$ cat src/rtl/link_bringup_pkg.sv
// Shared definitions for the transceiver lane bring-up sequencer:
// state encodings and the cycle-counter width helper.
package link_bringup_pkg;

  localparam logic [2:0] ST_IDLE       = 3'd0;
  localparam logic [2:0] ST_RESET_PCS  = 3'd1;
  localparam logic [2:0] ST_WAIT_LOCK  = 3'd2;
  localparam logic [2:0] ST_WAIT_ALIGN = 3'd3;
  localparam logic [2:0] ST_STABLE     = 3'd4;
  localparam logic [2:0] ST_RUN        = 3'd5;
  localparam logic [2:0] ST_RETRY      = 3'd6;
  localparam logic [2:0] ST_FAIL       = 3'd7;

  typedef enum logic [2:0] {
    S_IDLE       = ST_IDLE,
    S_RESET_PCS  = ST_RESET_PCS,
    S_WAIT_LOCK  = ST_WAIT_LOCK,
    S_WAIT_ALIGN = ST_WAIT_ALIGN,
    S_STABLE     = ST_STABLE,
    S_RUN        = ST_RUN,
    S_RETRY      = ST_RETRY,
    S_FAIL       = ST_FAIL
  } state_e;

  // One extra bit keeps the saturating counter clear of its largest terminal count.
  function automatic int cnt_width(input int a, input int b, input int c);
    int m;
    m = a;
    if (b > m) m = b;
    if (c > m) m = c;
    return $clog2(m) + 1;
  endfunction

endpackage

$ cat src/rtl/sync_2ff.sv
// Two-flop synchronizer for one asynchronous status bit into the SYSCLK domain.
module sync_2ff (
  input  logic clk,
  input  logic rst_n,
  input  logic d,
  output logic q
);

  logic meta;

  always_ff @(posedge clk or negedge rst_n) begin
    if (!rst_n) begin
      meta <= 1'b0;
      q    <= 1'b0;
    end else begin
      meta <= d;
      q    <= meta;
    end
  end

endmodule

$ cat src/rtl/link_bringup_seq.sv
// Bring-up sequencer for one transceiver lane: PCS reset, lock/align wait,
// stability window, then PRBS release, with timeout and bounded retry.
//
// state      | meaning
// IDLE       | start_req low, everything held off
// RESET_PCS  | pcs_rst_n low for RST_CYCLES
// WAIT_LOCK  | waiting for PLL lock, CDR lock and lane ready
// WAIT_ALIGN | lock held, waiting for comma alignment
// STABLE     | all status must stay high for STABLE_CYCLES
// RUN        | PRBS running, link up
// RETRY      | one-cycle decision: another attempt or give up
// FAIL       | retries exhausted, PCS held in reset
module link_bringup_seq
  import link_bringup_pkg::*;
#(
  parameter int RST_CYCLES     = 16,
  parameter int TIMEOUT_CYCLES = 65536,
  parameter int STABLE_CYCLES  = 256,
  parameter int MAX_RETRY      = 3
) (
  input  logic       SYSCLK,
  input  logic       NSYSRESET,
  input  logic       start_req,
  input  logic       tx_pll_lock,
  input  logic       rx_cdr_lock,
  input  logic       lane_ready,
  input  logic       rx_align,
  output logic       pcs_rst_n,
  output logic       prbs_start,
  output logic       link_up,
  output logic       link_fail,
  output logic [1:0] retry_cnt,
  output logic [2:0] state_o
);

  localparam int CW = cnt_width(RST_CYCLES, TIMEOUT_CYCLES, STABLE_CYCLES);
  localparam logic [CW-1:0] RST_LAST = CW'(RST_CYCLES - 1);
  localparam logic [CW-1:0] TO_LAST  = CW'(TIMEOUT_CYCLES - 1);
  localparam logic [CW-1:0] STB_LAST = CW'(STABLE_CYCLES - 1);
  localparam logic [CW-1:0] CNT_MAX  = {CW{1'b1}};
  localparam logic [1:0]    RETRY_MAX = 2'(MAX_RETRY);

  logic [3:0] status_raw;
  logic [3:0] status_sync;
  logic       lock_ok;
  logic       all_ok;

  state_e        state_q, state_nxt;
  logic [CW-1:0] cnt_q;
  logic [1:0]    retry_q;

  assign status_raw = {rx_align, lane_ready, rx_cdr_lock, tx_pll_lock};

  for (genvar i = 0; i < 4; i++) begin : g_sync
    sync_2ff u_sync (
      .clk   (SYSCLK),
      .rst_n (NSYSRESET),
      .d     (status_raw[i]),
      .q     (status_sync[i])
    );
  end

  assign lock_ok = &status_sync[2:0];
  assign all_ok  = &status_sync;

  always_comb begin
    state_nxt = state_q;
    if (!start_req) begin
      state_nxt = S_IDLE;
    end else begin
      case (state_q)
        S_IDLE:       state_nxt = S_RESET_PCS;
        S_RESET_PCS:  if (cnt_q == RST_LAST) state_nxt = S_WAIT_LOCK;
        S_WAIT_LOCK: begin
          if (lock_ok)               state_nxt = S_WAIT_ALIGN;
          else if (cnt_q == TO_LAST) state_nxt = S_RETRY;
        end
        S_WAIT_ALIGN: begin
          if (all_ok)                state_nxt = S_STABLE;
          else if (!lock_ok)         state_nxt = S_RETRY;
          else if (cnt_q == TO_LAST) state_nxt = S_RETRY;
        end
        S_STABLE: begin
          if (!all_ok)                state_nxt = S_RETRY;
          else if (cnt_q == STB_LAST) state_nxt = S_RUN;
        end
        S_RUN:        if (!all_ok) state_nxt = S_RETRY;
        S_RETRY:      state_nxt = (retry_q == RETRY_MAX) ? S_FAIL : S_RESET_PCS;
        S_FAIL:       state_nxt = S_FAIL;
        default:      state_nxt = S_IDLE;
      endcase
    end
  end

  // Outputs decode from state_nxt so they move on the same edge as the state.
  always_ff @(posedge SYSCLK or negedge NSYSRESET) begin
    if (!NSYSRESET) begin
      state_q    <= S_IDLE;
      cnt_q      <= '0;
      retry_q    <= 2'd0;
      pcs_rst_n  <= 1'b0;
      prbs_start <= 1'b0;
      link_up    <= 1'b0;
      link_fail  <= 1'b0;
    end else begin
      state_q <= state_nxt;

      if (state_nxt != state_q || state_nxt == S_IDLE) cnt_q <= '0;
      else if (cnt_q != CNT_MAX)                       cnt_q <= cnt_q + CW'(1);

      if (state_nxt == S_IDLE)
        retry_q <= 2'd0;
      else if (state_q == S_RETRY && state_nxt == S_RESET_PCS && retry_q != RETRY_MAX)
        retry_q <= retry_q + 2'd1;

      pcs_rst_n  <= (state_nxt == S_WAIT_LOCK) || (state_nxt == S_WAIT_ALIGN) ||
                    (state_nxt == S_STABLE)    || (state_nxt == S_RUN) ||
                    (state_nxt == S_RETRY);
      prbs_start <= (state_nxt == S_RUN);
      link_up    <= (state_nxt == S_RUN);
      link_fail  <= (state_nxt == S_FAIL);
    end
  end

  assign retry_cnt = retry_q;
  assign state_o   = state_q;

endmodule

$ cat config.mk
export PLATFORM = sky130hd
export DESIGN_NAME = link_bringup_seq
export DESIGN_NICKNAME = d
export VERILOG_FILES = /design/src/rtl/link_bringup_pkg.sv /design/src/rtl/sync_2ff.sv /design/src/rtl/link_bringup_seq.sv
export SDC_FILE = /design/constraint.sdc
export NUM_CORES = 1
export LEC_CHECK = 0
export CAP_MARGIN = 20
export CORE_MARGIN = 3
export CORE_UTILIZATION = 45
export CTS_BUF_LIST = sky130_fd_sc_hd__clkbuf_4
export CTS_CLUSTER_DIAMETER = 150
export DETAILED_ROUTE_END_ITERATION = 10
export GPL_ROUTABILITY_DRIVEN = 1
export HOLD_SLACK_MARGIN = 0.03
export PLACE_DENSITY = 0.65
export SLEW_MARGIN = 40
export SYNTH_ARGS = -nofsm -noshare
export SYNTH_HDL_FRONTEND = slang
export SYNTH_SLANG_ARGS = --single-unit
$ cat constraint.sdc
create_clock -name SYSCLK -period 3.5 [get_ports SYSCLK]
set_input_delay 0.7 -clock SYSCLK [delete_from_list [all_inputs] [get_ports SYSCLK]]
set_output_delay 0.7 -clock SYSCLK [all_outputs]
set_load 0.005 [all_outputs]
After elaboration in Yosys (flattened, before gate mapping)
Cells that the tools add are included.
- multipliers: 0
- shift operators: 0
- $add $sub $neg: 2
- divide/modulo/power cells: 0
- order comparisons: 0
- mux-type cells: 15
- equal/unequal tests: 21
- reduce and logical (&&, ||, !) cells: 13
- bitwise operators: 0
- operators with widths (operator ; number):
    $mux 17 ; 2
    $mux 3 ; 10
    $eq 3x3->1 const B ; 8
    $pmux 3 s8 ; 1
    $add 17x1->17 const B ; 1
    $eq 17x16->1 const B ; 1
    $eq 17x4->1 const B ; 1
    $eq 17x8->1 const B ; 1
    $ne 17x17->1 const B ; 1
    $eq 3x2->1 const B ; 4
    $eq 3x1->1 const B ; 2
    $logic_not 3->1 ; 2
    $logic_or 1x1->1 ; 5
    $mux 2 ; 2
    $reduce_and 4->1 ; 1
    $reduce_bool 2->1 ; 2
    $ne 3x3->1 ; 1
    $reduce_and 3->1 ; 1
    $add 2x1->2 const B ; 1
    $eq 2x2->1 const B ; 1
    $logic_and 1x1->1 ; 2
    $ne 2x2->1 const B ; 1
- bits in registers: 33
- logic and storage cells: 65
- bits in latches: 0
- memories: 0
- memory bits (read-only): 0
- memory bits (writable): 0
- input port bits: 7

Logic depth before layout (Yosys ltp)
- word-level depth: 11
- gate-level depth with buffers: 12
- gate-level depth less buffers: 9

Hierarchy
Synthesis repeated with hierarchy kept, for this count alone.
- cells, all modules: 168
- area total of the unflattened synthesis: 1739.2 um^2
- by module, submodules not included (module ; times used ; cells each ; area each (um^2) ; seq. area each (um^2)):
    link_bringup_seq ; 1 ; 160 ; 1539.0 ; 625.6
    sync_2ff ; 4 ; 2 ; 50.0 ; 50.0

Worst setup path after synthesis
No wires, ideal clock.
- path type: reg-to-reg
- start point: register cnt_q[6]
- end point: register cnt_q[10]
- stages on the path, launching flop included: 11
- setup time: 0.137 ns
- setup slack: 0.614 ns
- arrival: 2.749 ns
- cells stage by stage: dfrtp_1 > clkbuf_1 > nand4_1 > or2_2 > nor3_1 > ha_1 > o21ai_0 > a2111oi_0 > nand3b_1 > clkbuf_1 > nor4_1
- longest elaborated chain between the ends: 9
- ends and longest elaborated chain (item ; line ; source):
    start, declared ; link_bringup_seq.sv:49 ; logic [CW-1:0] cnt_q;
    start signal, assigned ; link_bringup_seq.sv:109 ; else if (cnt_q != CNT_MAX) cnt_q <= cnt_q + CW'(1);
    $eq 17x16->1 ; link_bringup_seq.sv:76, link_bringup_seq.sv:81 ;
    $mux 3 ; link_bringup_seq.sv:76, link_bringup_seq.sv:81 ;
    $mux 3 ; link_bringup_seq.sv:80 ; else if (!lock_ok) state_nxt = S_RETRY;
    $mux 3 ; link_bringup_seq.sv:79 ; if (all_ok) state_nxt = S_STABLE;
    $pmux 3 s8 ; link_bringup_seq.sv:71 ; case (state_q)
    $mux 3 ; link_bringup_seq.sv:68 ; if (!start_req) begin
    $ne 3x3->1 or $logic_not 3->1 (tied branches) ; link_bringup_seq.sv:108 ; if (state_nxt != state_q || state_nxt == S_IDLE) cnt_q <= '0;
    $logic_or 1x1->1 ; link_bringup_seq.sv:108 ;
    $mux 17 or $reduce_bool 2->1 (tied branches) ; n/a ;
Several ways; a longest one is shown, not always the timed one. The select of a mux whose other input is x is not followed.
A chain may end at the register's enable or synchronous reset.

Final worst setup path
- start point: register cnt_q[6]
- end point: register pcs_rst_n
- longest elaborated chain between the ends: 11
- ends and longest elaborated chain (item ; line ; source):
    $eq 17x16->1 ; link_bringup_seq.sv:76, link_bringup_seq.sv:81 ;
    $mux 3 ; link_bringup_seq.sv:76, link_bringup_seq.sv:81 ;
    $mux 3 ; link_bringup_seq.sv:80 ;
    $mux 3 ; link_bringup_seq.sv:79 ;
    $pmux 3 s8 * ; link_bringup_seq.sv:71 ;
    $mux 3 * ; link_bringup_seq.sv:68 ;
    $eq 3x2->1 ; link_bringup_seq.sv:116 ; pcs_rst_n <= (state_nxt == S_WAIT_LOCK) || (state_nxt == S_WAIT_ALIGN) ||
    $logic_or 1x1->1 (2 in a row) ; link_bringup_seq.sv:116 ;
    $logic_or 1x1->1 ; link_bringup_seq.sv:117 ; (state_nxt == S_STABLE) || (state_nxt == S_RUN) ||
    $logic_or 1x1->1 * ; link_bringup_seq.sv:117 ;
    end signal, assigned ; link_bringup_seq.sv:116 ;
    end, declared ; link_bringup_seq.sv:28 ; output logic pcs_rst_n,
Mark *: on every way between the ends. The rest lies on a longest branch, timed or not.

==> metrics.yaml <==
run_status: "completed"
avgViaCountPerCell: 5.90
cts-hold-fix-buffers: 0
post_cts.resized_instances: 0
worst-setup-path-type: "reg -> reg"
largest_net_degree_at_the_start_of_global_routing: 34
synth_sequential_area_ratio_pct: 45.9
cp_data_arrival_time_ns: 3.20
globalRouteMet1Util_pct: 24.0
clock.fmax_ghz: 0.337
gr-usage-all-layers_pct: 17.7
nets: 212
yosysWarnings: 0
die_height_um: 69.3
cts.reportedPaths.clkPinSlew_ns: 0.10
worst_max_slew_margin_expressed_relative_to_the_limit_pct: 50.1
finalCritPeriodShare_pct: 84.8
wl_um: 4010
wire_length_of_the_first_global_routing_pass_um: 6850
finalWorstSetupSlack_ns: 0.532
most-common-layout-cells: "33 x sky130_fd_sc_hd__dfrtp_1, 22 x sky130_fd_sc_hd__nor4_1, 16 x sky130_fd_sc_hd__o21ai_0, 15 x sky130_fd_sc_hd__clkdlybuf4s50_1, 10 x sky130_fd_sc_hd__nand2_1"
p_leak_uw: 0.000810
syn2layout_area_growth_pct: 13.8
grt_antenna_before_repair: 0
worst_hold_path_type: "reg -> reg"
fin_hold_ws_ns: 0.356
clock_tree.root_cell: "sky130_fd_sc_hd__clkbuf_4"
drive_above_1_share_pct: 11.9
start_util_pct: 47.7
drcViolationCount: 0
postSynthAreaPerCell_um2: 9.68
post_dp_cell_area_um2: 1980
core_area_um2: 3770
rr_worst_depth: 9
final_design_area_no_fill_um2: 2050
cts.sinks: 33
detailed_place_hpwl_um: 2700
drt_iter0_drc: 52
detailedPlace.worstSlack_ns: 0.556
grt.busiest_layer: "met2"
max-clock-path-buffers: 2
use_met2_pct: 26.7
layout_commonest_cell: "sky130_fd_sc_hd__dfrtp_1"
rsz0062_at_grt: "no"
first_pass_iters: 4
detail-route-antenna-nets: 0
numCtsBuffers: 5
ir_drop_mv: 0.231
synthesis.area_um2: 1800
nFillCells: 344
met3_usage_pct: 5.07
numPortBuffers: 15
worstPathRequired_ns: 3.74
die_w_um: 69.3
die-area_um2: 4800
worstSkewPairLatency_ns: 0.34
clock_tree_from_tritoncts: "yes"
grt_overflow: 0
critPathCaptureType: "flip-flop"
via_count: 1475
syn-instance-count: 186
critical_path.max_fanout: 8
report.final.hold_viol_count: 0
syn_nets: 197
boundaryPins: 16
place_congestion: 0.856
power.density_nw_per_um2: 325
routed_wire_length_per_instance_um: 16.0
cap_viol_max_count: 0
worst_slew_pin_slew_ns: 0.749
hold_depth: 0
setup_viol: 0
number_of_global_route_vias_before_repair: 1437
setup_tns_ns: 0
final_util_pct: 54.3
ys_ff_latch: 33
cp-start-kind: "flip-flop"
cts_setup_buffers: 0
h-tree-depth: 2
worst_clock_skew_ns: 0.00521
insertedDiodeCount: 0
placement_rows: 22
drv_slew: 0
ys_types: 45
fin_crit_ns: 2.97
==> per-stage QoR <==
step	power, µW	instances
after floorplan	431	186
after global placement	456	239
after detailed placement	460	241
after CTS	673	249
after global routing	699	250
final	666	250
==> flip-flops by register name, summed over array words and instances (netlist names) <==
register            count
link_fail               1
g_sync.u_sync.q         4
link_up                 1
state_o                 3
retry_cnt               2
g_sync.u_sync.meta      4
pcs_rst_n               1
cnt_q                  17
==> final timing paths <==
| path | start | endpoint | slack [ns] |
|---|---|---|---|
| hold reg to reg | g_sync[3].u_sync.meta | g_sync[3].u_sync.q | 0.36 |
| setup / recovery | cnt_q[6] | pcs_rst_n | 0.53 |
| min in group asynchronous | NSYSRESET | cnt_q[8] | 0.75 |
| setup reg to reg | cnt_q[6] | pcs_rst_n | 0.53 |
| max in group asynchronous | NSYSRESET | g_sync[2].u_sync.meta | 2.43 |
| hold / removal | g_sync[3].u_sync.meta | g_sync[3].u_sync.q | 0.36 |
==> area by class of cell <==
| type | count | area (µm²) | share of cell area [%] |
|---|---|---|---|
| inverters | 4 | 15.0 | 0.733 |
| clock inverters | 3 | 17.5 | 0.855 |
| repair buffers | 21 | 194 | 9.47 |
| flip-flops and latches | 33 | 826 | 40.3 |
| well taps | 48 | 60.1 | 2.93 |
| multi-input cells | 136 | 898 | 43.9 |
| clock buffers | 5 | 37.5 | 1.83 |
==> cell usage after synthesis, drive strengths merged <==
cell type	count	share of area, %
nand4	8	3.1
or2	1	0.35
or4b	1	0.56
clkbuf	6	1.3
and3b	1	0.49
dfrtp	33	46
nor2b	3	1.0
o22a	1	0.49
o211ai	3	1.3
nor4	23	8.3
a21boi	1	0.42
a2111oi	1	0.49
a21oi	3	0.83
buf	7	2.4
xor2	6	2.9
nand2	10	2.1
ha	4	2.8
o22ai	2	0.69
o21ai	16	4.4
mux2	1	0.63
o31ai	1	0.42
a31oi	1	0.35
nand2b	1	0.35
o21ba	1	0.56
nand3b	2	0.83
a22oi	1	0.42
and3	2	0.69
o21bai	2	0.83
inv	4	0.83
xnor2	8	3.9
nor3	10	3.1
o21a	2	0.83
nor2	8	1.7
and2	1	0.35
and4	1	0.56
nor3b	1	0.42
a21o	1	0.49
nand3	7	1.9
a211oi	1	1.1
==> worst max-delay path, cell delays in order (launching register included) <==
cell and delay (ns):
sky130_fd_sc_hd__dfrtp_1 0.49, sky130_fd_sc_hd__nand4_1 0.26, sky130_fd_sc_hd__or2_2 0.39, sky130_fd_sc_hd__nor3_1 0.27
sky130_fd_sc_hd__ha_1 0.25, sky130_fd_sc_hd__o21ai_0 0.08, sky130_fd_sc_hd__a2111oi_0 0.54, sky130_fd_sc_hd__o21bai_1 0.19
sky130_fd_sc_hd__a21o_2 0.22, sky130_fd_sc_hd__o22a_1 0.17
==> kinds of logic after synthesis <==
logic type | count (synthesis) | synth area share, %
AND/OR/NAND/NOR | 80 | 25.9
AO/OA/AOI/OAI | 37 | 13.6
XOR/XNOR | 14 | 6.81
multiplexers | 1 | 0.625
adder cells (fa/ha/maj) | 4 | 2.78
flip-flops | 33 | 45.9
buffers and inverters | 17 | 4.45
==> power breakdown <==
group	switching (µW)	internal, µW	leakage (µW)	total (µW)
Sequential	6.96	388	0.000440	395
Combinational	37.0	20.1	0.000339	57.0
Clock	138	75.6	0.0000310	214
==> routing by layer <==
metal | up-vias | part of all wire (%)
met4 | 0 | 1.9
met3 | 7 | 3.1
met2 | 26 | 48
li1 | 724 | -
met5 | - | 0
met1 | 718 | 47
Power figures use the tool's default switching activity.
